**src/rtl/mem_arbiter.sv**
```systemverilog
`default_nettype none
// ----------------------------------------------------------------------------
// mem_arbiter : round-robin two-master arbiter for one synchronous memory port
// Revision    : 1.0
// ----------------------------------------------------------------------------
module mem_arbiter #(
  parameter int AW = 16,
  parameter int DW = 16
) (
  input  logic          Clock_i,
  input  logic          Resetn_i,
  input  logic          req0_i,
  input  logic          req1_i,
  input  logic          we0_i,
  input  logic          we1_i,
  input  logic [AW-1:0] addr0_i,
  input  logic [AW-1:0] addr1_i,
  input  logic [DW-1:0] wdata0_i,
  input  logic [DW-1:0] wdata1_i,
  output logic          gnt0_o,
  output logic          gnt1_o,
  output logic          ack0_o,
  output logic          ack1_o,
  output logic [DW-1:0] rdata_o,
  output logic          mem_en_o,
  output logic          mem_we_o,
  output logic [AW-1:0] mem_addr_o,
  output logic [DW-1:0] mem_wdata_o,
  input  logic [DW-1:0] mem_rdata_i,
  output logic          busy_o
);

  typedef enum logic [1:0] {
    IDLE  = 2'd0,
    ISSUE = 2'd1,
    RESP  = 2'd2
  } state_t;

  state_t          state_q, state_d;
  logic            last_owner_q;
  logic            ack0_q, ack1_q, mem_en_q, mem_we_q, busy_q;
  logic [AW-1:0]   mem_addr_q;
  logic [DW-1:0]   mem_wdata_q;
  logic            win_d;
  logic            accept_d;

  // last_owner doubles as the owner of the in-flight transaction, since it
  // only changes on an accept and no accept can happen during ISSUE.
  always_comb begin
    state_d  = state_q;
    win_d    = last_owner_q;
    accept_d = 1'b0;
    gnt0_o   = 1'b0;
    gnt1_o   = 1'b0;

    if (req0_i && req1_i) begin
      win_d = ~last_owner_q;
    end else begin
      win_d = req1_i;
    end

    accept_d = Resetn_i && (state_q != ISSUE) && (req0_i || req1_i);
    gnt0_o   = accept_d && !win_d;
    gnt1_o   = accept_d && win_d;

    case (state_q)
      IDLE:    state_d = accept_d ? ISSUE : IDLE;
      ISSUE:   state_d = RESP;
      RESP:    state_d = accept_d ? ISSUE : IDLE;
      default: state_d = IDLE;
    endcase
  end

  always_ff @(posedge Clock_i) begin
    if (!Resetn_i) begin
      state_q      <= IDLE;
      last_owner_q <= 1'b1;
      ack0_q       <= 1'b0;
      ack1_q       <= 1'b0;
      mem_en_q     <= 1'b0;
      mem_we_q     <= 1'b0;
      busy_q       <= 1'b0;
      mem_addr_q   <= '0;
      mem_wdata_q  <= '0;
    end else begin
      state_q  <= state_d;
      mem_en_q <= accept_d;
      mem_we_q <= accept_d && (win_d ? we1_i : we0_i);
      ack0_q   <= (state_q == ISSUE) && !last_owner_q;
      ack1_q   <= (state_q == ISSUE) && last_owner_q;
      busy_q   <= (state_d != IDLE);
      if (accept_d) begin
        last_owner_q <= win_d;
        mem_addr_q   <= win_d ? addr1_i : addr0_i;
        mem_wdata_q  <= win_d ? wdata1_i : wdata0_i;
      end
    end
  end

  assign ack0_o      = ack0_q;
  assign ack1_o      = ack1_q;
  assign mem_en_o    = mem_en_q;
  assign mem_we_o    = mem_we_q;
  assign mem_addr_o  = mem_addr_q;
  assign mem_wdata_o = mem_wdata_q;
  assign busy_o      = busy_q;
  assign rdata_o     = mem_rdata_i;

endmodule
`default_nettype wire

```
**config.mk**
```make
export PLATFORM = sky130hd
export DESIGN_NAME = mem_arbiter
export DESIGN_NICKNAME = d
export VERILOG_FILES = /design/src/rtl/mem_arbiter.sv
export SDC_FILE = /design/constraint.sdc
export NUM_CORES = 1
export LEC_CHECK = 0
export ABC_CLOCK_PERIOD_IN_PS = 3470
export BUFFER_PORTS_ARGS = -buffer_cell sky130_fd_sc_hd__buf_2
export CAP_MARGIN = 20
export CORE_ASPECT_RATIO = 0.5
export CORE_UTILIZATION = 45
export DETAILED_ROUTE_END_ITERATION = 8
export GPL_ROUTABILITY_DRIVEN = 0
export PLACE_DENSITY = 0.85
export SLEW_MARGIN = 0
export SYNTH_ARGS = -nofsm -noshare
export SYNTH_HDL_FRONTEND = slang
export SYNTH_SLANG_ARGS = --single-unit
```
**constraint.sdc**
```tcl
create_clock -name Clock_i -period 3.47 [get_ports Clock_i]
set_input_delay 0.347 -clock Clock_i [delete_from_list [all_inputs] [get_ports Clock_i]]
set_output_delay 0.347 -clock Clock_i [all_outputs]
set_load 0.02 [all_outputs]
```
## After elaboration in Yosys (flattened, before gate mapping)

Cells that the tools add are included.

- Register bits after elaboration: 40
- Input bits: 86
- Output and inout port bits: 55
- Logic and storage cells: 33

- Equal/unequal tests: 3
- Multiplexer cells: 6
- Bitwise operators: 1
- Reduce and logical (&&, ||, !) cells: 14

Operator list:

| kind | count |
|---|---|
| $mux 16 | 2 |
| $logic_and 1x1->1 | 8 |
| $pmux 2 s2 | 1 |
| $mux 1 | 3 |
| $eq 2x1->1 const B | 1 |
| $eq 2x2->1 const B | 1 |
| $logic_not 1->1 | 2 |
| $logic_not 2->1 | 1 |
| $ne 2x1->1 const B | 1 |
| $reduce_bool 2->1 | 1 |
| $reduce_or 2->1 | 1 |
| $logic_or 1x1->1 | 1 |
| $not 1->1 | 1 |

## Longest topological paths before layout

Gate-level depths: netlist of the first run.

- Depth after elaboration: 6
- Depth in mapped cells: 6
- Depth with buffers taken out: 4

## Worst setup path before layout of the first run

No wires, ideal clock.

- Kind: input to output
- Start point: input req1_i
- End point: output gnt1_o
- Data arrival time: 1.085 ns
- Data required time: 3.123 ns
- Path slack: 2.038 ns
- Stages: 4
- Buffers on the path: 2
- Path through: a21bo_1 > buf_6 > buf_6 > nor2_1

- Longest elaborated chain between the ends: 3
- Elaborated cells on any way between the ends: 5
- Classes of those cells: 1 x mux; 4 x reduce/logical

Ends and longest elaborated chain:

| element | RTL line | RTL |
|---|---|---|
| start: declaration | 13 | `input logic req1_i,` |
| $logic_and 1x1->1 / $logic_or 1x1->1 (equally long branches) | 56, 62 |  |
| $mux 1 / $logic_and 1x1->1 (equally long branches) | 56, 62 |  |
| $logic_and 1x1->1 (*) | 64 | `gnt1_o = accept_d && win_d;` |
| end: declaration | 21 | `output logic gnt1_o,` |

Mark *: on every way between the ends. The rest lies on a longest branch, timed or not.

## Worst setup path in the final report of the first run

- Start point: register last_owner_q
- End point: output gnt1_o

- Longest elaborated chain between the ends: 3

Ends and longest elaborated chain:

| element | RTL line | RTL |
|---|---|---|
| start: declaration | 40 | `logic last_owner_q;` |
| start signal: assignment | 93 | `last_owner_q <= win_d;` |
| $not 1->1 | 57 | `win_d = ~last_owner_q;` |
| $mux 1 | 56 | `if (req0_i && req1_i) begin` |
| $logic_and 1x1->1 | 64 |  |

No other way between the ends.

==> results of run 1 <==
## Yosys cell counts, drive strengths merged
cell type	instances
dfxtp	40
buf	34
a21bo	1
inv	3
a311oi	32
a21oi	33
and3	1
a21boi	1
nand2b	1
o211ai	1
o21a	1
nor2	4
nand2	68
o21ai	3
nor2b	1
clkbuf	2
## power by group through the flow
stage / Clock [W] / Sequential, W / Combinational [W]
finish: 0.000319 / 0.000519 / 0.000300
CTS: 0.000320 / 0.000519 / 0.000300
global placement: 0 / 0.000528 / 0.000291
detailed placement: 0 / 0.000529 / 0.000299
global route: 0.000346 / 0.000523 / 0.000324
floorplan: 0 / 0.000573 / 0.000196
## cell type report
type,instances,area share (%)
multi-input combinational,147,39.56
sequential,40,31.45
timing repair buffer,111,22.11
clock buffer,6,3.243
tap,57,2.801
inverter,3,0.4423
clock inverter,2,0.3931
## sequential cells by signal, indices dropped and copies added, names as in the netlist
register	cells
ack0_o	1
state_q	2
mem_addr_o	16
ack1_o	1
mem_en_o	1
mem_we_o	1
last_owner_q	1
mem_wdata_o	16
busy_o	1
## critical path: stages, from the launching register on
cell and delay (ns):
dfxtp_1 0.44, a21bo_1 0.50, buf_4 0.36, nor2_1 0.06, buf_2 0.16
## final timing paths
| check | endpoint | slack (ns) | cells after the start |
|---|---|---|---|
| setup / recovery | gnt1_o | 1.31 | 4 |
| hold / removal | mem_we_o | 0.30 | 3 |
| setup reg to reg | mem_wdata_o[11] | 1.72 | 4 |
| hold reg to reg | state_q[0] | 0.46 | 1 |
## cells by family (layout without fill, tap and decap cells)
family,after synthesis,in the layout,share of synthesized area (%)
DFF,40,40,38.03
and+or+nand+nor,75,75,14.91
buffers and inverters,39,122,14.14
AOI/OAI and AO/OA,72,72,32.92
## metal layers
metal  track usage [%]  up-vias  part of all wire (%)
met4             14.93        0                   4.7
met1             24.94      956                    39
met2             37.76       56                    51
met3             4.875       32                   5.0
li1                  -      948                     -
met5                 0        -                     0
## layout by cell type, fill, tap and decap left out, drive strengths merged
| cell type | Yosys | routed |
|---|---|---|
| and3 | 1 | 1 |
| o21a | 1 | 1 |
| o21ai | 3 | 3 |
| a21bo | 1 | 1 |
| nor2b | 1 | 1 |
| nor2 | 4 | 4 |
| a311oi | 32 | 32 |
| clkinv | 0 | 2 |
| a21oi | 33 | 33 |
| dfxtp | 40 | 40 |
| a21boi | 1 | 1 |
| nand2b | 1 | 1 |
| inv | 3 | 3 |
| o211ai | 1 | 1 |
| clkbuf | 2 | 6 |
| buf | 34 | 111 |
| nand2 | 68 | 68 |
## through the flow
stage	hold slack (ns)	setup WS [ns]	area, um^2	cells
5_1_grt	0.3029	1.193	2546	366
6_report	0.2952	1.313	2546	366
4_1_cts	0.2852	1.309	2546	366
3_3_place_gp	0.4388	1.540	2454	358
2_1_floorplan	0.4187	2.038	2106	226
3_5_place_dp	0.4409	1.466	2454	358
==> impl_metrics.json, run 1 <==
{
  "status": "completed",
  "finalSetupViolCount": 0,
  "grt_pass1_wl_mm": 8.528,
  "cts.repair.resized": 0,
  "timing.rr.start": "last_owner_q",
  "switching_share_pct": 32.18,
  "grt_start_max_net_pins": 35,
  "drc": 0,
  "floorplan.die.height_um": 50.37,
  "hold_path_class": "input pin to flop",
  "share_seq_of_total_power_pct": 45.6,
  "p_int_w": 0.0007717,
  "design.core.area_um2": 4446,
  "cp_data_required_time_ns": 3.12,
  "dieWidth_um": 98.74,
  "critPathArrivalTime_ns": 1.81,
  "cts-root-buf": "clkbuf_8",
  "unrepaired_setup_endpoints_after_global_routing": "no",
  "register_area_um2": 800.8,
  "cts_tree": "built",
  "antenna_cells": 0,
  "num-nets-final": 394,
  "setup.worst_path.start_class": "flop",
  "crit_type": "flop to output pin",
  "final.fill_count": 369,
  "static-leakage-power_nw": 1.171,
  "postCtsHoldBufs": 0,
  "clkLatencyLatePin_ns": 0.29,
  "synth.yosys.seq_area_share_pct": 38.03,
  "vias": 1992,
  "design_power_total_w": 0.001138,
  "areaGrowthSynthToFinish_pct": 20.91,
  "netlist.area_leader.share_pct": 38.03,
  "number_of_h_tree_branching_levels": 2,
  "numCtsBuffers": 5,
  "power.share.combinational_pct": 26.3,
  "clk_path_buf_depth": 2,
  "globalRouteOverflowTotal": 0,
  "globalRouteTotalUtil_pct": 21.94,
  "ir_drop_uv": 174.1,
  "achievable-frequency_ghz": 0.4637,
  "final_cycle_utilization_of_the_critical_path_pct": 62.15,
  "wl_per_cell_um": 14.81,
  "number_of_global_route_vias_before_repair": 1823,
  "final_hold_vio_count": 0,
  "drv_cap": 0,
  "ys_ff_latch": 40,
  "end_kind": "output pin",
  "power-per-cell-area_nw_per_um2": 446.9,
  "design.die.area_um2": 4974,
  "ys_types": 23,
  "io_buffer_count": 108,
  "max_slew.worst_pin.slew_ns": 0.8820,
  "period_minus_slack_ns": 2.157,
  "finalMaxSlewViolations": 0,
  "clock_power_share_pct": 28.1,
  "multi_input_area_um2": 1007,
  "dpl.hpwl_mm": 3.821,
  "synth_top_area_cell": "dfxtp_1",
  "timing.hold.worst.start": "we1_i",
  "num_io_pins": 141,
  "cts.reportedPaths.clkPinSlew_ns": 0.07,
  "crit_fanout": 22,
  "post_cts.repair.setup_buffers": 0,
  "mappedNetlistNets": 312,
  "synthesis.instances": 226,
  "start_util_pct": 47.37,
  "viasPerCell": 5.443,
  "synth_warnings": 0,
  "drtIter0Drc": 145,
  "clock_sink_count": 40,
  "postLayoutCoreUtil_pct": 57.28,
  "cp-startpoint": "last_owner_q",
  "antenna_found_initial": 0,
  "relative_slew_slack_pct": 41.05,
  "switchingPower_w": 0.0003662,
  "fraction_of_layout_instances_using_a_drive_strength_above_1_pct": 51.46,
  "netlist_area_before_placement_um2": 2106,
  "ant_nets": 0,
  "clock_skew_ns": 0.007205,
  "avgSynthCellArea_um2": 9.318,
  "detailedRoute.firstPassIterationCount": 5,
  "totalNegativeSetupSlack_ns": 0,
  "rows": 17,
  "detail_route.wirelength_mm": 5.421,
  "synth.area.top_cells": "dfxtp_1 (38%), a311oi_2 (21%), nand2_1 (11%)"
}
Power figures use the tool's default switching activity.
==> inputs of run 2 (changes only) <==
ABC_CLOCK_PERIOD_IN_PS = 1900   (was 3470)
CORE_UTILIZATION = 38   (was 45)
PLACE_DENSITY = 0.77   (was 0.85)
clock period = 1.9 ns   (was 3.47 ns; I/O delays follow)
==> run 2 against run 1 <==
  * Combinational power rose by 84%
  * Utilization is 6.3 points lower
  * Register-to-register slack lost 1.4 ns
  * Die area is 18% higher
  * Total power increased by 91%
==> impl_metrics.json, run 2 (synthesized netlist as in run 1, its figures left out) <==
{
  "rows": 18,
  "achievable-frequency_ghz": 0.6465,
  "vias": 1973,
  "num_io_pins": 141,
  "start_util_pct": 41.01,
  "end_kind": "flop",
  "ir_drop_uv": 380.3,
  "finalSetupViolCount": 0,
  "areaGrowthSynthToFinish_pct": 24.18,
  "cp_top_family": "buffers and inverters",
  "power-per-cell-area_nw_per_um2": 830.2,
  "totalNegativeSetupSlack_ns": 0,
  "num-nets-final": 399,
  "grt_pass1_wl_mm": 7.831,
  "dieWidth_um": 107.3,
  "cp_data_required_time_ns": 2.02,
  "io_buffer_count": 108,
  "clk_path_buf_depth": 2,
  "critical_path.n_buffers_inverters": 1,
  "crit_fanout": 33,
  "design.core.area_um2": 5135,
  "finalMaxSlewViolations": 0,
  "mostFrequentLayoutCells": "buf_2 (108), nand2_1 (60), dfxtp_1 (40)",
  "relative_slew_slack_pct": 45.29,
  "numCtsBuffers": 5,
  "drtIter0Drc": 39,
  "design_power_total_w": 0.002171,
  "hold_path_class": "input pin to flop",
  "antenna_cells": 0,
  "drv_cap": 0,
  "cts.repair.resized": 0,
  "cts-root-buf": "clkbuf_8",
  "critical_path_cell_sequence": "nand2b_1, nand2_4, inv_2, a311oi_2",
  "final_hold_vio_count": 0,
  "cp_slowest_stage_delay_ns": 0.60,
  "critPathArrivalTime_ns": 1.66,
  "setup.worst_path.start_class": "flop",
  "crit_type": "flop to flop",
  "worst_hold_slack_ns": 0.1477,
  "wl_per_cell_um": 13.86,
  "slowest_stage": "inv_2",
  "grt_start_max_net_pins": 34,
  "globalRouteOverflowTotal": 0,
  "globalRouteTotalUtil_pct": 17.44,
  "detailedRoute.firstPassIterationCount": 4,
  "static-leakage-power_nw": 1.200,
  "cts_tree": "built",
  "period_minus_slack_ns": 1.547,
  "viasPerCell": 5.138,
  "final_common_cell": "buf_2",
  "postCtsHoldBufs": 0,
  "number_of_h_tree_branching_levels": 2,
  "postLayoutCoreUtil_pct": 50.93,
  "clock_skew_ns": 0.005433,
  "antenna_found_initial": 0,
  "drc": 0,
  "design.die.area_um2": 5862,
  "ant_nets": 0,
  "cts.reportedPaths.clkPinSlew_ns": 0.07,
  "dpl.hpwl_mm": 3.899,
  "placement.setup.worst_slack_ns": 0.3223,
  "clock_sink_count": 40,
  "floorplan.die.height_um": 54.64,
  "max_slew.worst_pin.slew_ns": 0.8195,
  "detail_route.wirelength_mm": 5.321,
  "post_cts.repair.setup_buffers": 0,
  "fraction_of_layout_instances_using_a_drive_strength_above_1_pct": 51.91,
  "clkLatencyLatePin_ns": 0.28,
  "unrepaired_setup_endpoints_after_global_routing": "no",
  "status": "completed",
  "number_of_global_route_vias_before_repair": 1774,
  "final_cycle_utilization_of_the_critical_path_pct": 81.41,
  "fin_worst_setup_slack_ns": 0.3531
}
[run 2: cell count changes in the layout (fill, tap and decap cells not counted), sizes merged]
cell,delta
buf,+5
bufinv,+1
clkinv,-1
[run 2: where the power goes]
| part | switching [W] | total [W] | internal (W) | leakage [nW] |
|---|---|---|---|---|
| combinational | 0.000335 | 0.000553 | 0.000218 | 0.814 |
| sequential | 0.0000371 | 0.000947 | 0.000910 | 0.331 |
| clock | 0.000281 | 0.000670 | 0.000390 | 0.0552 |
[run 2: metal layers]
layer  global-route usage (%)  vias to the layer above  wire length, um
met5                        0                        -                0
met4                    6.621                        0               95
met3                    4.524                       12              282
met1                    19.20                      946             2168
met2                    33.66                       58             2774
li1                         -                      957                -
[run 2: layout make-up]
class | count | area [um^2]
clock inverter | 2 | 35.03
sequential | 40 | 800.8
clock buffer | 6 | 72.57
timing repair buffer | 116 | 600.6
tap | 70 | 87.58
fill | 495 | 2520
multi-input combinational | 147 | 1007
inverter | 3 | 11.26
[run 2: path summary, 6_finish.rpt]
| path | slack, ns | cells after the start | startpoint | end |
|---|---|---|---|---|
| worst max-delay path | 0.35 | 4 | state_q[1] | mem_addr_o[2] |
| worst min-delay path | 0.15 | 3 | we1_i | mem_we_o |
| worst max register to register | 0.35 | 4 | state_q[1] | mem_addr_o[2] |
| worst min register to register | 0.46 | 1 | state_q[0] | state_q[0] |
[run 2: per-stage QoR]
| stage | cell area, um^2 | instances |
|---|---|---|
| 2_1_floorplan | 2106 | 226 |
| 3_3_place_gp | 2507 | 376 |
| 3_5_place_dp | 2507 | 376 |
| 4_1_cts | 2615 | 384 |
| 5_1_grt | 2615 | 384 |
| 6_report | 2615 | 384 |
[run 2: worst min-delay path: stages]
cell and delay, ns:
buf_2 0.10, nand2_1 0.05, a21oi_1 0.05
==> inputs of run 3 (changes only) <==
ABC_AREA = 1   (was not set)
ABC_CLOCK_PERIOD_IN_PS = 1600   (was 1900)
CORE_UTILIZATION = 41   (was 38)
PLACE_DENSITY = 0.8   (was 0.77)
clock period = 1.6 ns   (was 1.9 ns; I/O delays follow)
==> run 3 against run 2 <==
  * Non-clock buffer count grew 1
  * Combinational power grew 1%
  * Critical path depth grew 3
  * Cell count grew 17%
  * Wire length shrank 8.7%
  * Utilization grew 5.8 points
  * Global-route usage grew 2.3 points
  * Sequential share of layout area grew 0.66 points
  * Hold slack lost 0.088 ns
  * Count of clock-buffer cells in the layout grew 1
  * Total power grew 17%
==> impl_metrics.json, run 3 <==
{
  "ir_drop_uv": 384.3,
  "max_slew.worst_pin.slew_ns": 0.3561,
  "slowest_stage": "dfxtp_1",
  "mostFrequentLayoutCells": "nand2_1 (136), buf_2 (108), dfxtp_1 (40)",
  "io_buffer_count": 108,
  "worst_r2r_path_depth": 8,
  "static-leakage-power_nw": 1.381,
  "synth_warnings": 0,
  "register_area_um2": 800.8,
  "relative_slew_slack_pct": 76.26,
  "power.share.combinational_pct": 22.0,
  "avgSynthCellArea_um2": 6.751,
  "postPlaceCellArea_um2": 2426,
  "areaGrowthSynthToFinish_pct": 29.41,
  "design.core.area_um2": 4509,
  "synthSimpleGateAreaFrac_pct": 37.70,
  "netlist.area_leader.share_pct": 40.48,
  "achievable-frequency_ghz": 0.6852,
  "wl_per_cell_um": 10.82,
  "grt_start_max_net_pins": 35,
  "synth_top_area_cell": "dfxtp_1",
  "ys_ff_latch": 40,
  "design_area_um2": 2560,
  "critical_path.n_buffers_inverters": 3,
  "totalNegativeSetupSlack_ns": 0,
  "dpl.hpwl_mm": 3.455,
  "netlist_area_before_placement_um2": 1978,
  "cts-root-buf": "clkbuf_8",
  "critical_path_cell_sequence": "inv_1, nand2_1, nand2_1, nor2_4, nand2_1, inv_1, buf_2",
  "share_seq_of_total_power_pct": 43.0,
  "timing.hold.worst.start": "we0_i",
  "globalRouteTotalUtil_pct": 19.79,
  "cp_slowest_stage_delay_ns": 0.31,
  "synth_enable_flop_cells": 0,
  "whs_path_cells": 3,
  "final.fill_count": 468,
  "p_int_w": 0.001835,
  "detail_route.wirelength_mm": 4.856,
  "synth_commonest_cells": "nand2_1 (136), dfxtp_1 (40), a21oi_1 (32), nand3_1 (32), buf_4 (23)",
  "timing.rr.start": "state_q[1]",
  "placement.setup.worst_slack_ns": 0.2878,
  "synthAdderAreaFrac_pct": 0,
  "clkLatencyLatePin_ns": 0.29,
  "start_util_pct": 43.87,
  "synth.yosys.seq_area_share_pct": 40.48,
  "clk_path_buf_depth": 2,
  "cp_common_cell": "nand2_1",
  "fin_worst_setup_slack_ns": 0.1405,
  "final_common_cell": "nand2_1",
  "drv_cap": 0,
  "clock_power_share_pct": 34.9,
  "synthMuxAreaShare_pct": 0,
  "crit_fanout": 3,
  "antenna_cells": 0,
  "hold_path_class": "input pin to flop",
  "grt_pass1_wl_mm": 8.031,
  "drc": 0,
  "rrSetupSlack_ns": 0.27,
  "vias": 2088,
  "synth.area.top_cells": "dfxtp_1 (40%), nand2_1 (26%), buf_4 (8.7%)",
  "synth_top_flop_cell": "dfxtp_1",
  "globalRouteOverflowTotal": 0,
  "ys_types": 16,
  "period_minus_slack_ns": 1.459,
  "final_cycle_utilization_of_the_critical_path_pct": 91.22,
  "synth_compound_gate_area_share_pct": 8.349,
  "yosysMostFrequentCell": "nand2_1",
  "crit_type": "flop to output pin",
  "setup.worst_path.start_class": "flop",
  "clock_skew_ns": 0.004285,
  "viasPerCell": 4.650,
  "synth_top_family_by_area": "simple AND/OR/NAND/NOR gates",
  "postCtsHoldBufs": 0,
  "final_hold_vio_count": 0,
  "dieWidth_um": 100.2,
  "rr_endpoint": "mem_addr_o[14]",
  "mappedNetlistNets": 379,
  "number_of_h_tree_branching_levels": 2,
  "end_kind": "output pin",
  "num_io_pins": 141,
  "fraction_of_layout_instances_using_a_drive_strength_above_1_pct": 34.46,
  "ant_nets": 0,
  "switchingPower_w": 0.0007122,
  "min_to": "mem_we_o",
  "cts_tree": "built",
  "finalMaxSlewViolations": 0,
  "number_of_global_route_vias_before_repair": 1796,
  "multi_input_area_um2": 910.9,
  "power-per-cell-area_nw_per_um2": 994.9,
  "floorplan.die.height_um": 51.12,
  "status": "completed",
  "cp_top_family": "simple AND/OR/NAND/NOR gates",
  "synth-async-reset-ratio_pct": 0,
  "clock_sink_count": 40,
  "critPathArrivalTime_ns": 1.30,
  "switching_share_pct": 27.96,
  "cp_data_required_time_ns": 1.44,
  "finalSetupViolCount": 0,
  "worst_hold_slack_ns": 0.05928,
  "rows": 17,
  "detailedRoute.firstPassIterationCount": 5,
  "post_synth_xor_area_fraction_pct": 0,
  "design.die.area_um2": 5123,
  "cts.reportedPaths.clkPinSlew_ns": 0.07,
  "num-nets-final": 468,
  "antenna_found_initial": 0,
  "drtIter0Drc": 87,
  "numCtsBuffers": 5,
  "synthesis.instances": 293,
  "unrepaired_setup_endpoints_after_global_routing": "no"
}
run 3: cell types whose count changed after synthesis, sizes merged, moves of 2 or more:
cell,previous run,this run
buf,34,32
a311oi,32,0
nand3,0,32
o21ai,3,1
nand2,68,139
nor2,4,9
inv,3,5
run 3: through the flow:
| step | total power (W) | utilization, % | cells |
|---|---|---|---|
| floorplan | 0.001543 | - | 293 |
| global placement | 0.001675 | 53.80 | 440 |
| detailed placement | 0.001678 | 53.80 | 440 |
| CTS | 0.002558 | 56.60 | 448 |
| global route | 0.002682 | 56.77 | 449 |
| finish | 0.002547 | 56.77 | 449 |
run 3: worst min-delay path: cells and delay by family:
| family | cells | cell delay (ns) |
|---|---|---|
| buf+inv | 1 | 0.08 |
| simple gates | 2 | 0.08 |
run 3: power by group through the flow:
stage          registers (W)  logic (W)  clock network (W)
3_3_place_gp         0.00112   0.000557                  0
2_1_floorplan        0.00120   0.000344                  0
5_1_grt              0.00111   0.000628           0.000949
3_5_place_dp         0.00112   0.000559                  0
4_1_cts              0.00110   0.000562           0.000900
6_report             0.00110   0.000561           0.000889
run 3: cell type report:
class | count | share of cell area, %
tap | 66 | 3.226
clock inverter | 1 | 1.173
clock buffer | 7 | 3.763
timing repair buffer | 117 | 24.24
inverter | 5 | 0.7331
multi-input combinational | 213 | 35.58
sequential | 40 | 31.28
run 3: worst max path at each step:
stage / start / end / slack [ns] / cells past startpoint
floorplan: last_owner_q / mem_we_o / 0.35 / 6
global placement: state_q[1] / mem_addr_o[5] / 0.36 / 7
detailed placement: state_q[1] / mem_addr_o[15] / 0.29 / 7
CTS: state_q[1] / gnt0_o / 0.03 / 7
global route: state_q[1] / gnt0_o / 0.04 / 7
finish: state_q[1] / gnt0_o / 0.14 / 7
run 3: what timing repair did:
action,in CTS,in global routing
resized for setup,0,0
setup endpoints to repair,0,1
hold endpoints to repair,0,0
buffers inserted,0,1
run 3: logic make-up (layout without fill, tap and decap cells):
kind of cell,Yosys count,count (layout)
and+or+nand+nor,180,180
AOI/OAI and AO/OA,33,33
buffers and inverters,40,130
DFF,40,40
run 3: per-layer routing:
metal | up-vias | part of all wire, % | GRT usage [%]
li1 | 1084 | - | -
met1 | 937 | 44 | 23.86
met2 | 51 | 48 | 34.47
met3 | 16 | 5.7 | 4.514
met4 | 0 | 1.9 | 8.213
met5 | - | 0 | 0
